$ cat config.mk
export PLATFORM = sky130hd
export DESIGN_NAME = melody_sequencer
export DESIGN_NICKNAME = d
export VERILOG_FILES = /design/src/rtl/melody_sequencer.sv
export SDC_FILE = /design/constraint.sdc
export NUM_CORES = 1
export LEC_CHECK = 0
export ABC_AREA = 1
export BUFFER_PORTS_ARGS = -buffer_cell sky130_fd_sc_hd__buf_2
export CAP_MARGIN = 20
export CORE_ASPECT_RATIO = 0.75
export CORE_UTILIZATION = 66
export CTS_CLUSTER_DIAMETER = 150
export CTS_CLUSTER_SIZE = 28
export DETAILED_ROUTE_END_ITERATION = 12
export PLACE_DENSITY = 0.82
export SLEW_MARGIN = 5
export SYNTH_ARGS = -nofsm -noshare
export SYNTH_HDL_FRONTEND = slang
export SYNTH_SLANG_ARGS = --single-unit
$ cat constraint.sdc
create_clock -name clk -period 4.5 [get_ports clk]
set_clock_uncertainty 0.2 [all_clocks]
set_input_delay 0.675 -clock clk [delete_from_list [all_inputs] [get_ports clk]]
set_output_delay 0.675 -clock clk [all_outputs]
set_load 0.02 [all_outputs]
$ cat src/rtl/melody_sequencer.sv
// melody_sequencer: debounces the IR presence input and, on each new arrival,
// plays a fixed 8-note door chime through the tone generator, then locks out.
module melody_sequencer #(
  parameter int unsigned BEAT_CYCLES     = 12_500_000,
  parameter int unsigned GAP_CYCLES      = 500_000,
  parameter int unsigned COOLDOWN_CYCLES = 100_000_000,
  parameter int unsigned DEBOUNCE_CYCLES = 1_000_000
) (
  input  logic        clk,
  input  logic        rst,
  input  logic        ir0,
  input  logic        mute,
  output logic [17:0] tone_period,
  output logic        tone_en,
  output logic        busy,
  output logic [2:0]  note_idx
);
  localparam int unsigned M1 = (2 * BEAT_CYCLES > GAP_CYCLES) ? 2 * BEAT_CYCLES : GAP_CYCLES;
  localparam int unsigned M2 = (COOLDOWN_CYCLES > DEBOUNCE_CYCLES) ? COOLDOWN_CYCLES : DEBOUNCE_CYCLES;
  localparam int unsigned MX = (M1 > M2) ? M1 : M2;
  localparam int W = $clog2(MX + 1);
  typedef enum logic [1:0] {IDLE, NOTE, GAP, COOL} state_t;
  state_t       state_q, state_d;
  logic         s1_q, ir_s_q, ir_db_q, db_prev_q, trig_q, arm_q, db_hit;
  logic [1:0]   vld_q;
  logic [W-1:0] db_cnt_q, cnt_q, cnt_d;
  logic [2:0]   note_q, note_d;
  logic [17:0]  period_q, period_d;
  logic         en_q, en_d, busy_q, busy_d;

  function automatic logic [17:0] rom_period(input logic [2:0] i);
    case (i)
      3'd0:    return 18'd67568;
      3'd1:    return 18'd85131;
      3'd2:    return 18'd113636;
      3'd3:    return 18'd85131;
      3'd4:    return 18'd75843;
      3'd5:    return 18'd56818;
      3'd6:    return 18'd0;
      default: return 18'd85131;
    endcase
  endfunction

  function automatic logic [W-1:0] rom_dur(input logic [2:0] i);
    return (i == 3'd5 || i == 3'd7) ? W'(2 * BEAT_CYCLES - 1) : W'(BEAT_CYCLES - 1);
  endfunction

  assign db_hit = (ir_s_q != ir_db_q) && (db_cnt_q == W'(DEBOUNCE_CYCLES - 1));

  // arm_q blocks a trigger until ir has been seen low after reset, so a level
  // already high at reset release cannot start the melody.
  always_ff @(posedge clk or posedge rst) begin
    if (rst) begin
      s1_q      <= 1'b0;
      ir_s_q    <= 1'b0;
      ir_db_q   <= 1'b0;
      db_prev_q <= 1'b0;
      db_cnt_q  <= '0;
      vld_q     <= '0;
      arm_q     <= 1'b0;
      trig_q    <= 1'b0;
    end else begin
      s1_q      <= ir0;
      ir_s_q    <= s1_q;
      db_cnt_q  <= (ir_s_q != ir_db_q && !db_hit) ? db_cnt_q + 1'b1 : '0;
      ir_db_q   <= db_hit ? ir_s_q : ir_db_q;
      db_prev_q <= ir_db_q;
      vld_q     <= {vld_q[0], 1'b1};
      arm_q     <= arm_q | (vld_q[1] & ~ir_s_q);
      trig_q    <= arm_q & ir_db_q & ~db_prev_q;
    end
  end

  always_comb begin
    state_d = state_q;
    note_d  = note_q;
    cnt_d   = cnt_q - 1'b1;
    case (state_q)
      IDLE: begin
        cnt_d = cnt_q;
        if (trig_q) begin
          state_d = NOTE;
          note_d  = '0;
          cnt_d   = rom_dur(3'd0);
        end
      end
      NOTE: if (cnt_q == '0) begin
        state_d = (note_q == 3'd7) ? COOL : GAP;
        note_d  = (note_q == 3'd7) ? 3'd0 : note_q;
        cnt_d   = (note_q == 3'd7) ? W'(COOLDOWN_CYCLES - 1) : W'(GAP_CYCLES - 1);
      end
      GAP: if (cnt_q == '0) begin
        state_d = NOTE;
        note_d  = note_q + 3'd1;
        cnt_d   = rom_dur(note_q + 3'd1);
      end
      COOL: if (cnt_q == '0) begin
        state_d = IDLE;
        cnt_d   = '0;
      end
      default: state_d = IDLE;
    endcase
    period_d = (state_d == NOTE) ? rom_period(note_d) : (state_d == GAP) ? period_q : '0;
    en_d     = (state_d == NOTE) && (period_d != '0) && !mute;
    busy_d   = (state_d != IDLE);
  end

  always_ff @(posedge clk or posedge rst) begin
    if (rst) begin
      state_q  <= IDLE;
      note_q   <= '0;
      cnt_q    <= '0;
      period_q <= '0;
      en_q     <= 1'b0;
      busy_q   <= 1'b0;
    end else begin
      state_q  <= state_d;
      note_q   <= note_d;
      cnt_q    <= cnt_d;
      period_q <= period_d;
      en_q     <= en_d;
      busy_q   <= busy_d;
    end
  end

  assign tone_period = period_q;
  assign tone_en     = en_q;
  assign busy        = busy_q;
  assign note_idx    = note_q;
endmodule

# Word level (Yosys, flattened, before mapping)
# Cells that the tools add are included.
op_classes:
  n_lt_le_gt_ge: 0
  eq_ne: 15
  bitwise_logic: 6
  mux: 22
  n_addsub: 3
  reduce_logical: 12
  mul: 0
  n_div: 0
  shift: 0
op_table:
  columns: ["op", "count"]
  rows:
  - ["two-way mux 27 bit", 6]
  - ["one-hot mux 27 bit (4 select lines)", 1]
  - ["one-hot mux 17 bit (5 select lines)", 1]
  - ["two-way mux 18 bit", 2]
  - ["adder 27 x 1 -> 27 bit (second input constant)", 1]
  - ["== test 27 x 20 -> 1 bit (second input constant)", 1]
  - ["zero test 27 bit", 1]
  - ["subtractor 27 x 1 -> 27 bit (second input constant)", 1]
  - ["two-way mux 25 bit", 1]
  - ["== test 3 bit (second input constant)", 6]
  - ["nonzero test 18 bit", 1]
  - ["two-way mux 3 bit", 4]
  - ["one-hot mux 3 bit (3 select lines)", 1]
  - ["two-way mux 2 bit", 4]
  - ["one-hot mux 2 bit (4 select lines)", 1]
  - ["== test 2 bit (second input constant)", 3]
  - ["== test 2 x 1 -> 1 bit (second input constant)", 2]
  - ["logical AND 1 bit", 4]
  - ["adder 3 x 1 -> 3 bit (second input constant)", 1]
  - ["bitwise AND 1 bit", 3]
  - ["== test 3 x 2 -> 1 bit (second input constant)", 1]
  - ["zero test 3 bit", 1]
  - ["zero test 1 bit", 2]
  - ["zero test 2 bit", 1]
  - ["other kinds (7)", 8]
word_totals:
  output_inout_bits: 23
  word_cells: 72
  n_memories: 0
  latch_bits: 0
  rom_bits: 0
  regBits: 87
  mem_bits_rw: 0

# Logic depth before layout (Yosys ltp)
# Gate-level depths: netlist (run 1).
logic_depth:
  depth_word: 10
  ltp_mapped: 22
  ltp_nobuf: 22

# Worst setup path before layout (run 1)
# OpenSTA, ideal clock, no wires.
synth_timing:
  path_kind: "reg2reg"
  startpoint: "register cnt_q[0]"
  endpoint: "register en_q (netlist: tone_en)"
  synth_period_minus_slack_ns: 2.448
  required_ns: 4.187
  stages_incl_launch_ff: 21
  slack_ns: 2.052
  arrival_ns: 2.135
  n_path_buf: 1
  path_cell_list: "dfrtp_1 > inv_1 > ha_1 > nand2_2 > nor2_4 > nand2_4 > inv_4 > nand2_4 > buf_12 > nand2_4 > nand3_2 > nand3_4 > inv_2 > nand2_2 > nand2_1 > a21oi_2 > nand2_1 > nor2_2 > nand3_1 > nand2_1 > inv_1"
synth_via:
  elab_chain_len: 9
  elab_cells_between_ends: 21
  classes_between: "eq/ne: 6; mux: 10; reduce/logical: 5"
synth_lines:
  columns: ["element", "line", "source"]
  rows:
  - ["start: declaration", "26", "logic [W-1:0] db_cnt_q, cnt_q, cnt_d;"]
  - ["start signal: assignment", "119", "cnt_q <= cnt_d;"]
  - ["zero test 27 bit (*)", "87, 92", null]
  - ["two-way mux 3 bit (on tied branches)", "92, 87", null]
  - ["one-hot mux 3 bit (3 select lines) (*)", "78", "case (state_q)"]
  - ["net note_d[2]", "27", "logic [2:0] note_q, note_d;"]
  - ["== test 3 bit (tied with other cells)", "32", "case (i)"]
  - ["one-hot mux 17 bit (5 select lines) (*)", "32", null]
  - ["two-way mux 18 bit (*)", "103", "period_d = (state_d == NOTE) ? rom_period(note_d) : (state_d == GAP) ? period_q : '0;"]
  - ["nonzero test 18 bit (*)", "104", "en_d = (state_d == NOTE) && (period_d != '0) && !mute;"]
  - ["logical AND 1 bit (*) (2 in series)", "104", null]
  - ["net en_d", "29", "logic en_q, en_d, busy_q, busy_d;"]
  - ["end signal: assignment", "121", "en_q <= en_d;"]
  - ["end: declaration", "29", null]
# Mark *: on every way through the listed nets, which the timed path passes. The rest lies on a longest branch.
# A chain may end at the register's enable or synchronous reset.

# Final worst setup path (run 1)
layout_timing:
  startpoint: "register cnt_q[0]"
  endpoint: "register en_q (netlist: tone_en)"
layout_via:
  elab_chain_len: 9
  elab_cells_between_ends: 21
  classes_between: "eq/ne: 6; mux: 10; reduce/logical: 5"
layout_lines:
  columns: ["element", "line", "source"]
  rows:
  - ["zero test 27 bit (*)", "87, 92", null]
  - ["two-way mux 3 bit (on tied branches)", "92, 87", null]
  - ["one-hot mux 3 bit (3 select lines) (*)", "78", null]
  - ["net note_d[1]", "27", null]
  - ["== test 3 bit (tied with other cells)", "32", null]
  - ["one-hot mux 17 bit (5 select lines) (*)", "32", null]
  - ["two-way mux 18 bit (*)", "103", null]
  - ["net period_d[3]", "28", "logic [17:0] period_q, period_d;"]
  - ["nonzero test 18 bit (*)", "104", null]
  - ["logical AND 1 bit (*) (2 in series)", "104", null]
  - ["net en_d", "29", null]
# Marks and branches as above.

==> results of run 1 <==
[placed cells by master, fill, tap and decap left out, drive strengths merged, types with 11 or more instances in the layout]
cell	instances
nand2	135
nor2	103
dfrtp	87
inv	82
nand3	46
buf	30
o21ai	28
a21oi	27
nor3	18
nand4	12
xor2	11
clkbuf	11
[metal layers]
metal	up-vias	GRT usage, %
li1	2052	-
met1	2013	47.0
met2	240	46.1
met3	17	7.89
met4	0	7.68
met5	-	0
[where the power goes]
group / switching, mW / internal [mW]
clock network: 0.279 / 0.257
registers: 0.00245 / 0.785
logic: 0.0227 / 0.00689
total: 0.304 / 1.05
[state kept, by name (all words and copies together), names as in the netlist, 2 cells and up]
signal	cells
cnt_q	27
db_cnt_q	27
note_idx	3
state_q	2
tone_period	18
vld_q	2
[layout make-up]
| class | count | area (um2) |
|---|---|---|
| inverter | 83 | 318 |
| sequential | 87 | 2180 |
| fill | 505 | 1690 |
| tap | 98 | 123 |
| clock inverter | 5 | 58.8 |
| timing repair buffer | 30 | 173 |
| multi-input combinational | 432 | 2330 |
| clock buffer | 11 | 131 |
[stage by stage]
step           util [%]  power, mW
3_5_place_dp       72.9      0.832
4_1_cts            75.6       1.36
2_1_floorplan         -      0.822
6_report           75.9       1.35
3_3_place_gp       72.9      0.830
5_1_grt            75.9       1.40
[logic make-up (layout without fill, tap and decap cells)]
family	after synthesis	after routing	share of synthesized area, %
AND/OR/NAND/NOR	329	329	33.6
flip-flops	87	87	44.6
adder cells (fa/ha/maj)	7	7	1.79
XOR/XNOR	12	12	2.15
buffers and inverters	91	129	7.69
AO/OA/AOI/OAI	83	83	10.0
other	1	1	0.0768
[worst max-delay path by stage]
stage,to,depth (start not counted),from
after floorplan,arm_q$_DFF_PP0_,1,rst
final,tone_en$_DFF_PP0_,19,cnt_q[0]$_DFFE_PP0P_
after global routing,tone_en$_DFF_PP0_,19,cnt_q[0]$_DFFE_PP0P_
after detailed placement,tone_en$_DFF_PP0_,21,cnt_q[0]$_DFFE_PP0P_
after global placement,cnt_q[5]$_DFFE_PP0P_,12,cnt_q[0]$_DFFE_PP0P_
after CTS,tone_en$_DFF_PP0_,19,cnt_q[0]$_DFFE_PP0P_
[worst max-delay path, delay by kind of cell, from the launching register on]
| kind | cells | cell delay, ns |
|---|---|---|
| AND/OR/NAND/NOR | 15 | 1.73 |
| flip-flops | 1 | 0.42 |
| buffers and inverters | 3 | 0.25 |
| adder cells (fa/ha/maj) | 1 | 0.25 |
==> reports/qor.csv, run 1 <==
stage;metric;value;unit
status;status;finished clean;
placement;dp_cells;729;
route;highest_layer;met4;
timing;setup_slack;1.56;ns
route;drt-met1-wl;5220;um
synthesis;ys.flop_type;dfrtp_1;
route;initialDrtViolationCount;370;
cts;cts_buffer_depth;2;
route;ant_nets;0;
route;wl_per_cell;15.0;um
die;die_area;7740;um2
layout;area_delta_synth_final;8.77;%
synthesis;ys_seq_area_share;44.6;%
worst_setup_path;worstPathRequired;4.55;ns
layout;final_area;5310;um2
die;ios;27;
timing;slew_headroom;48.0;%
die;die_h;76.5;um
synthesis;post-synth-top-count-cell;nand2_1;
synthesis;yosysTopAreaCell;dfrtp_1;
grt;grt_first_pass_wirelength;18900;um
grt;grt_start_max_net_pins;60;
timing;holdWs;0.119;ns
route;dr_wl_met3;1080;um
synthesis;syn-num-nets;621;
grt;grt_pass1_vias;4017;
die;die_w;101;um
cts;cts_resized;0;
cts;clock_latency;0.35;ns
synthesis;yosys-top-cells-area;dfrtp_1 45%, nand2_1 8.8%, nor2_1 6.2%;
grt;overflow;0;
cts;cts_tree;built;
placement;preCtsSetupSlack;1.69;ns
cts;cts_buffers;9;
worst_setup_path;crit_fanout;5;
worst_setup_path;ff2ff_path_depth;19;
timing;fmax;341;MHz
cts;clkTransAtPathRegs;0.09;ns
route;wl_met2;4800;um
timing;rsz0062_at_grt;false;
synthesis;synth-edff-count;0;
timing;finalSetupViolCount;0;
grt;grt_usage;31.5;%
cts;postCtsSetupBuffers;0;
cts;cts_root_buf;clkbuf_8;
synthesis;synth_common_cells;114 x nand2_1, 87 x dfrtp_1, 81 x nor2_1;
cts;cts-hold-fix-buffers;0;
worst_setup_path;crit_type;flop to flop;
placement;dpl_cell_area;5100;um2
flow_run;drv_cap;0;
worst_setup_path;path_cells;inv_1, ha_1, nand2_1, nor2_1, nand3_1, nor2_1, nand3_1, nand3_1, nand3_2, inv_2, nand2_2, nand2_1, nand2_2, nor2_1, nand2_1, nor2_1, nand3_1, nand2_1, inv_1;
layout;final_cells;746;
power;power_leakage;2.82;nW
timing;fin_crit_sh;65.3;%
synthesis;synth_top_area_share;44.6;%
worst_setup_path;worstReg2RegStart;cnt_q[0]$_DFFE_PP0P_;
synthesis;yosysUniqueCellTypes;49;
timing;finalSetupTns;0;ns
worst_setup_path;crit_path_max_incr_delay;0.42;ns
timing;worst_pin_slew;0.778;ns
power;peakVddDrop;0.000277;V
cts;cts_max_level;3;
layout;drive_gt1_share;17.4;%
synthesis;postSynthAreaPerCell;8.00;um2
synthesis;async_flop_share;100;%
grt;antenna_found_initial;0;
route;drt_wl_total;11200;um
worst_hold_path;min_path_type;input port to asynchronous set/reset pin;
worst_setup_path;cp-start-kind;flop;
cts;cts_sinks;87;
die;rows;26;
placement;io_buffers;26;
placement;routabilityCongestion;1.04;
power;power_density;255;nW/um2
worst_setup_path;critPathSlowestCell;dfrtp_1;
synthesis;netlist_instances;610;
die;start_util;69.8;%
synthesis;synth_area;4880;um2
route;avgViaCountPerCell;5.79;
die;core_area;6990;um2
timing;finalHoldViolCount;0;
timing;fin_crit;2.94;ns
worst_setup_path;crit_arrival;2.99;ns
route;via_count;4322;
synthesis;yosysWarnings;0;
layout;num-nets-final;654;
worst_setup_path;critical_path.endpoint_type;flop;
timing;slew_viol_final;0;
synthesis;synth_seq_cells;87;
route;drc_errors;0;
worst_setup_path;r2r_slack;1.56;ns
placement;dp_hpwl;8160;um
layout;antenna_cells;0;
worst_setup_path;r2r_end;tone_en$_DFF_PP0_;
route;drt-pass1-iter-count;5;
Note: power is estimated with default switching activity, not from simulation.
==> inputs of run 2 (changes only) <==
Settings changed: ABC_AREA 1 to 0, CORE_UTILIZATION 66 to 55, PLACE_DENSITY 0.82 to 0.73.
Clock period 4.5 ns to 2.5 ns, I/O delays scaled along.
==> reports/qor.csv, run 2 <==
stage;metric;value;unit;change
die;core_area;8060;um2;was 6990 um2
synthesis;ys_seq_area_share;46.5;%;was 44.6%
synthesis;synth_compound_area_share;16.0;%;was 10.0%
timing;fin_crit;2.93;ns;was 2.94 ns
cts;cts_buffers;9;;unchanged
layout;seqCellArea;2180;um2;unchanged
worst_setup_path;crit_arrival;2.96;ns;was 2.99 ns
worst_setup_path;path_delay_family;simple AND/OR/NAND/NOR gates;;unchanged
worst_setup_path;r2r_end;tone_period[6]$_DFF_PP0_;;was tone_en$_DFF_PP0_
route;initialDrtViolationCount;555;;was 370
grt;grt_usage;31.7;%;was 31.5%
cts;cts_max_level;3;;unchanged
synthesis;netlist_instances;511;;was 610
timing;fin_crit_sh;117;%;was 65.3%
worst_setup_path;worst-path-buf-inv;3;;unchanged
synthesis;synth-edff-count;0;;unchanged
synthesis;yosysWarnings;0;;unchanged
layout;final_area;6690;um2;was 5310 um2
timing;rsz0062_at_grt;true;;was false
cts;clock_latency;0.35;ns;about the same
synthesis;yosysTopAreaCell;dfrtp_1;;unchanged
route;wl_per_cell;19.7;um;was 15.0 um
layout;final_core_util;83.0;%;was 75.9%
worst_setup_path;cp-start-kind;flop;;unchanged
grt;grt_start_max_net_pins;88;;was 60
placement;routabilityCongestion;0.955;;was 1.04
layout;area_delta_synth_final;42.8;%;was 8.77%
synthesis;synthAdderAreaFrac;2.08;%;was 1.79%
synthesis;synth_area;4680;um2;was 4880 um2
cts;cts_tree;built;;unchanged
die;start_util;58.1;%;was 69.8%
cts;clkTransAtPathRegs;0.07;ns;was 0.09 ns
route;drt-pass1-iter-count;5;;unchanged
grt;grt_pass1_vias;4154;;was 4017
worst_setup_path;r2r_slack;-0.43;ns;was 1.56 ns
synthesis;syn-num-nets;522;;was 621
timing;slew_viol_final;0;;unchanged
die;rows;28;;was 26
worst_setup_path;crit_fanout;6;;was 5
grt;grt_first_pass_wirelength;21100;um;was 18900 um
worst_setup_path;critPathSlowestCell;or3b_4;;was dfrtp_1
status;status;complete, but fails checks;;was finished clean
synthesis;synth_top_family_by_area;simple AND/OR/NAND/NOR gates;;unchanged
layout;antenna_cells;0;;unchanged
worst_setup_path;endpoint;tone_period[6]$_DFF_PP0_;;was tone_en$_DFF_PP0_
route;ant_nets;0;;unchanged
die;ios;27;;unchanged
worst_setup_path;worstReg2RegStart;cnt_q[0]$_DFFE_PP0P_;;unchanged
timing;finalSetupViolCount;48;;was 0
synthesis;async_flop_share;100;%;unchanged
synthesis;muxShareOfSynthArea;0.668;%;was 0%
grt;antenna_found_initial;0;;unchanged
synthesis;ys.flop_type;dfrtp_1;;unchanged
worst_setup_path;crit_type;flop to flop;;unchanged
power;power_leakage;3.19;nW;was 2.82 nW
timing;setup_slack;-0.427;ns;was 1.56 ns
worst_setup_path;worstPathRequired;2.53;ns;was 4.55 ns
synthesis;synth_seq_cells;87;;unchanged
worst_hold_path;min_path_type;flop to flop;;was input port to asynchronous set/reset pin
layout;num-nets-final;658;;was 654
worst_setup_path;crit_path_max_incr_delay;0.41;ns;was 0.42 ns
timing;fmax;342;MHz;was 341 MHz
cts;cts_root_buf;clkbuf_16;;was clkbuf_8
synthesis;synth_top_area_share;46.5;%;was 44.6%
worst_setup_path;critical_path.endpoint_type;flop;;unchanged
status;violations;negative setup slack;;
die;die_area;8890;um2;was 7740 um2
placement;preCtsSetupSlack;-0.316;ns;was 1.69 ns
timing;slew_headroom;58.2;%;was 48.0%
synthesis;synth_common_cells;87 x dfrtp_1, 64 x nor2_1, 54 x nand2_1;;was 114 x nand2_1, 87 x dfrtp_1, 81 x nor2_1
layout;final_common_cell;buf_4;;was nand2_1
route;avgViaCountPerCell;6.23;;was 5.79
synthesis;yosysUniqueCellTypes;67;;was 49
worst_hold_path;hp-start;vld_q[0]$_DFF_PP0_;;
grt;overflow;0;;unchanged
synthesis;synth-simple-area-share;26.0;%;was 33.6%
synthesis;yosys-top-cells-area;dfrtp_1 46%, nor2_1 5.1%, nand2_1 4.3%;;was dfrtp_1 45%, nand2_1 8.8%, nor2_1 6.2%
worst_setup_path;crit_path_start;cnt_q[0]$_DFFE_PP0P_;;unchanged
synthesis;postSynthAreaPerCell;9.17;um2;was 8.00 um2
die;die_w;109;um;was 101 um
placement;dpl_cell_area;5610;um2;was 5100 um2
worst_setup_path;path_cells;inv_2, ha_4, or3b_4, buf_12, nor4_4, buf_4, a221oi_4, nor3_4, nor2_1, o31ai_1;;was inv_1, ha_1, nand2_1, nor2_1, nand3_1, nor2_1, nand3_1, nand3_1, nand3_2, inv_2, nand2_2, nand2_1, nand2_2, nor2_1, nand2_1, nor2_1, nand3_1, nand2_1, inv_1
worst_setup_path;path_depth;10;;was 19
route;drt_wl_total;14900;um;was 11200 um
timing;holdWs;0.153;ns;was 0.119 ns
timing;finalHoldViolCount;0;;unchanged
layout;final_cell_mix;90 x buf_4, 87 x dfrtp_1, 61 x nor2_1;;was 114 x nand2_1, 87 x dfrtp_1, 81 x nor2_1
placement;io_buffers;26;;unchanged
timing;worst_pin_slew;0.626;ns;was 0.778 ns
placement;dp_hpwl;8750;um;was 8160 um
synthesis;synth_xor_area_share;5.61;%;was 2.15%
cts;cts_buffer_depth;2;;unchanged
worst_setup_path;ff2ff_path_depth;10;;was 19
cts;cts_sinks;87;;unchanged
layout;drive_gt1_share;37.6;%;was 17.4%
synthesis;post-synth-top-count-cell;dfrtp_1;;was nand2_1
layout;fillCellCount;438;;was 505
power;power_density;433;nW/um2;was 255 nW/um2
route;drc_errors;0;;unchanged
layout;multi_input_area;2850;um2;was 2330 um2
power;peakVddDrop;0.000531;V;was 0.000277 V
flow_run;drv_cap;0;;unchanged
route;via_count;4714;;was 4322
die;die_h;81.9;um;was 76.5 um
run 2: stage by stage:
| stage | setup TNS, ns | power (mW) | cells |
|---|---|---|---|
| after floorplan | -3.58 | 1.48 | 511 |
| after global placement | -6.65 | 1.50 | 710 |
| after detailed placement | -8.40 | 1.50 | 710 |
| after CTS | -7.03 | 2.89 | 741 |
| after global routing | -12.52 | 2.95 | 757 |
| final | -9.81 | 2.89 | 757 |
run 2: routing by layer:
metal | track usage [%] | part of all wire [%] | vias to the layer above
li1 | - | - | 2117
met1 | 43.8 | 42 | 2244
met2 | 48.4 | 46 | 287
met3 | 7.86 | 8.2 | 66
met4 | 12.4 | 3.7 | 0
met5 | 0 | 0 | -
run 2: kinds of logic (layout without fill, tap and decap cells):
| group | Yosys count | after routing |
|---|---|---|
| AOI/OAI and AO/OA | 114 | 114 |
| muxes | 3 | 3 |
| xor gates and xnor gates | 30 | 30 |
| DFF | 87 | 87 |
| other | 1 | 1 |
| and+or+nand+nor | 233 | 233 |
| adders and majority gates | 8 | 8 |
| buffers and inverters | 35 | 176 |
run 2: area by class of cell:
cell class                      count  area share, %
Clock inverter                      7           1.25
Multi-Input combinational cell    389           42.6
Inverter                           16          0.954
Tap cell                          105           1.96
Timing Repair Buffer              144           17.3
Sequential cell                    87           32.6
Clock buffer                        9           3.37
run 2: power by group:
part           switching, mW  internal, mW
Combinational         0.0411        0.0166
Clock                  0.623         0.794
Sequential           0.00575          1.41
run 2: how the worst min path moves through the flow:
stage	to	cells past startpoint	slack, ns
floorplan	ir_s_q$_DFF_PP0_	0	0.13
global placement	vld_q[1]$_DFF_PP0_	0	0.14
detailed placement	vld_q[1]$_DFF_PP0_	0	0.14
CTS	vld_q[1]$_DFF_PP0_	0	0.16
global route	vld_q[1]$_DFF_PP0_	0	0.16
finish	vld_q[1]$_DFF_PP0_	0	0.15
run 2: repair_timing:
item / in CTS / in global routing
setup endpoints to repair: 44 / 50
hold buffers: 3 / 0
gates resized for setup: 48 / 76
pin swaps: 24 / 41
hold endpoints to repair: 89 / 0
setup buffers: 12 / 19
==> inputs of run 3 (changes only) <==
Settings changed: CORE_UTILIZATION 55 to 57, CTS_BUF_LIST set to sky130_fd_sc_hd__clkbuf_8, PLACE_DENSITY 0.73 to 0.75.
==> reports/qor.csv, run 3 (synthesis results as in run 2) <==
stage;metric;value;unit;change
worst_setup_path;endpoint;tone_en$_DFF_PP0_;;was tone_period[6]$_DFF_PP0_
timing;fmax;351;MHz;was 342 MHz
worst_setup_path;critical_path.endpoint_type;flop;;unchanged
grt;grt_first_pass_wirelength;22000;um;was 21100 um
placement;routabilityCongestion;0.932;;was 0.955
layout;num-nets-final;648;;was 658
route;via_count;4661;;was 4714
cts;cts_tree;built;;unchanged
timing;finalSetupViolCount;44;;was 48
worst_setup_path;cpMostUsedCell;buf_4;;
grt;antenna_found_initial;0;;unchanged
power;power_density;401;nW/um2;was 433 nW/um2
route;avgViaCountPerCell;6.24;;was 6.23
layout;final_cells;747;;was 757
power;power_leakage;3.03;nW;was 3.19 nW
worst_setup_path;r2r_slack;-0.35;ns;was -0.43 ns
worst_setup_path;crit_fanout;4;;was 6
placement;dp_cells;704;;was 710
die;core_area;7920;um2;was 8060 um2
worst_setup_path;crit_path_max_incr_delay;0.57;ns;was 0.41 ns
die;rows;28;;unchanged
placement;preCtsSetupSlack;-0.358;ns;was -0.316 ns
worst_setup_path;ff2ff_path_depth;10;;unchanged
die;die_h;80.5;um;was 81.9 um
worst_setup_path;critPathSlowestCell;or4_4;;was or3b_4
route;drt-pass1-iter-count;5;;unchanged
worst_hold_path;min_path_type;flop to flop;;unchanged
cts;cts_sinks;87;;unchanged
grt;grt_start_max_net_pins;88;;unchanged
worst_setup_path;worstPathRequired;2.61;ns;was 2.53 ns
die;die_area;8590;um2;was 8890 um2
layout;antenna_cells;0;;unchanged
cts;clkTransAtPathRegs;0.10;ns;was 0.07 ns
status;violations;negative setup slack;;unchanged
power;peakVddDrop;0.000531;V;about the same
layout;final_common_cell;buf_4;;unchanged
route;drc_errors;0;;unchanged
cts;cts_buffers;9;;unchanged
layout;multi_input_area;2710;um2;was 2850 um2
layout;seqCellArea;2180;um2;unchanged
die;start_util;59.2;%;was 58.1%
route;wl_per_cell;18.9;um;was 19.7 um
grt;overflow;0;;unchanged
layout;fillCellCount;485;;was 438
timing;slew_headroom;58.9;%;was 58.2%
grt;grt_pass1_vias;4366;;was 4154
worst_setup_path;crit_arrival;2.96;ns;about the same
timing;fin_crit_sh;114;%;was 117%
route;initialDrtViolationCount;383;;was 555
worst_setup_path;path_cells;inv_2, ha_4, or3b_4, or4_4, buf_12, o21ai_4, buf_4, nand3_4, buf_4, a311oi_2;;was inv_2, ha_4, or3b_4, buf_12, nor4_4, buf_4, a221oi_4, nor3_4, nor2_1, o31ai_1
worst_setup_path;path_delay_family;simple AND/OR/NAND/NOR gates;;unchanged
cts;clock_latency;0.40;ns;was 0.35 ns
worst_setup_path;crit_type;flop to flop;;unchanged
status;status;complete, but fails checks;;unchanged
cts;cts_root_buf;clkbuf_8;;was clkbuf_16
timing;setup_slack;-0.350;ns;was -0.427 ns
flow_run;drv_cap;0;;unchanged
cts;cts_max_level;3;;unchanged
cts;cts_buffer_depth;2;;unchanged
layout;final_core_util;79.7;%;was 83.0%
die;ios;27;;unchanged
timing;worst_pin_slew;0.611;ns;was 0.626 ns
worst_hold_path;hp-start;vld_q[0]$_DFF_PP0_;;unchanged
grt;grt_usage;33.9;%;was 31.7%
die;die_w;107;um;was 109 um
worst_setup_path;r2r_end;tone_en$_DFF_PP0_;;was tone_period[6]$_DFF_PP0_
worst_setup_path;worst-path-buf-inv;4;;was 3
worst_setup_path;crit_path_start;cnt_q[1]$_DFFE_PP0P_;;was cnt_q[0]$_DFFE_PP0P_
timing;fin_crit;2.85;ns;was 2.93 ns
layout;final_cell_mix;93 x buf_4, 87 x dfrtp_1, 60 x nor2_1;;was 90 x buf_4, 87 x dfrtp_1, 61 x nor2_1
route;ant_nets;0;;unchanged
worst_setup_path;cp-start-kind;flop;;unchanged
placement;io_buffers;26;;unchanged
worst_setup_path;path_depth;10;;unchanged
layout;drive_gt1_share;34.4;%;was 37.6%
timing;slew_viol_final;0;;unchanged
timing;rsz0062_at_grt;true;;unchanged
timing;finalHoldViolCount;0;;unchanged
placement;dp_hpwl;8650;um;was 8750 um
route;drt_wl_total;14100;um;was 14900 um
worst_setup_path;worstReg2RegStart;cnt_q[1]$_DFFE_PP0P_;;was cnt_q[0]$_DFFE_PP0P_
layout;area_delta_synth_final;34.6;%;was 42.8%
## run 3: cell type report
type,count,area share (%)
inverter,16,1.01
timing repair buffer,134,16.2
tap,105,2.08
multi-input combinational,389,42.9
sequential,87,34.5
clock inverter,6,1.11
clock buffer,10,2.18
## run 3: stage by stage
step	setup TNS [ns]	total power, mW	instance area [um2]	hold WS (ns)
3_5_place_dp	-9.26	1.50	5570	0.143
4_1_cts	-6.74	2.53	6130	0.163
3_3_place_gp	-6.48	1.50	5570	0.137
5_1_grt	-12.45	2.59	6310	0.171
2_1_floorplan	-3.58	1.48	4750	0.131
6_report	-9.10	2.53	6310	0.160
## run 3: metal layers
layer / share of wire [%] / GRT usage (%) / routed length (um) / vias up
met5: 0 / 0 / 0 / -
met4: 4.1 / 14.9 / 579 / 0
met3: 7.5 / 7.55 / 1050 / 58
met2: 47 / 53.7 / 6630 / 240
met1: 41 / 44.9 / 5830 / 2277
li1: - / - / - / 2086
## run 3: where the power goes
part	total [mW]	leakage [nW]	switching (mW)	internal (mW)
clock	1.05	0.106	0.558	0.496
combinational	0.0582	1.72	0.0413	0.0169
sequential	1.42	1.20	0.00596	1.41
## run 3: how the worst min path moves through the flow
stage               depth (start not counted)  slack (ns)                  to
global placement                            0        0.14  vld_q[1]$_DFF_PP0_
global route                                0        0.17    ir_s_q$_DFF_PP0_
detailed placement                          0        0.14    ir_s_q$_DFF_PP0_
CTS                                         0        0.16  vld_q[1]$_DFF_PP0_
floorplan                                   0        0.13    ir_s_q$_DFF_PP0_
finish                                      0        0.16  vld_q[1]$_DFF_PP0_
## run 3: what timing repair did
item | 4_1_cts | 5_1_grt
setup endpoints to repair | 46 | 49
hold endpoints to repair | 89 | 0
gates resized for setup | 46 | 31
buffers inserted | 14 | 12
hold buffers | 3 | 0
pin swaps | 21 | 16
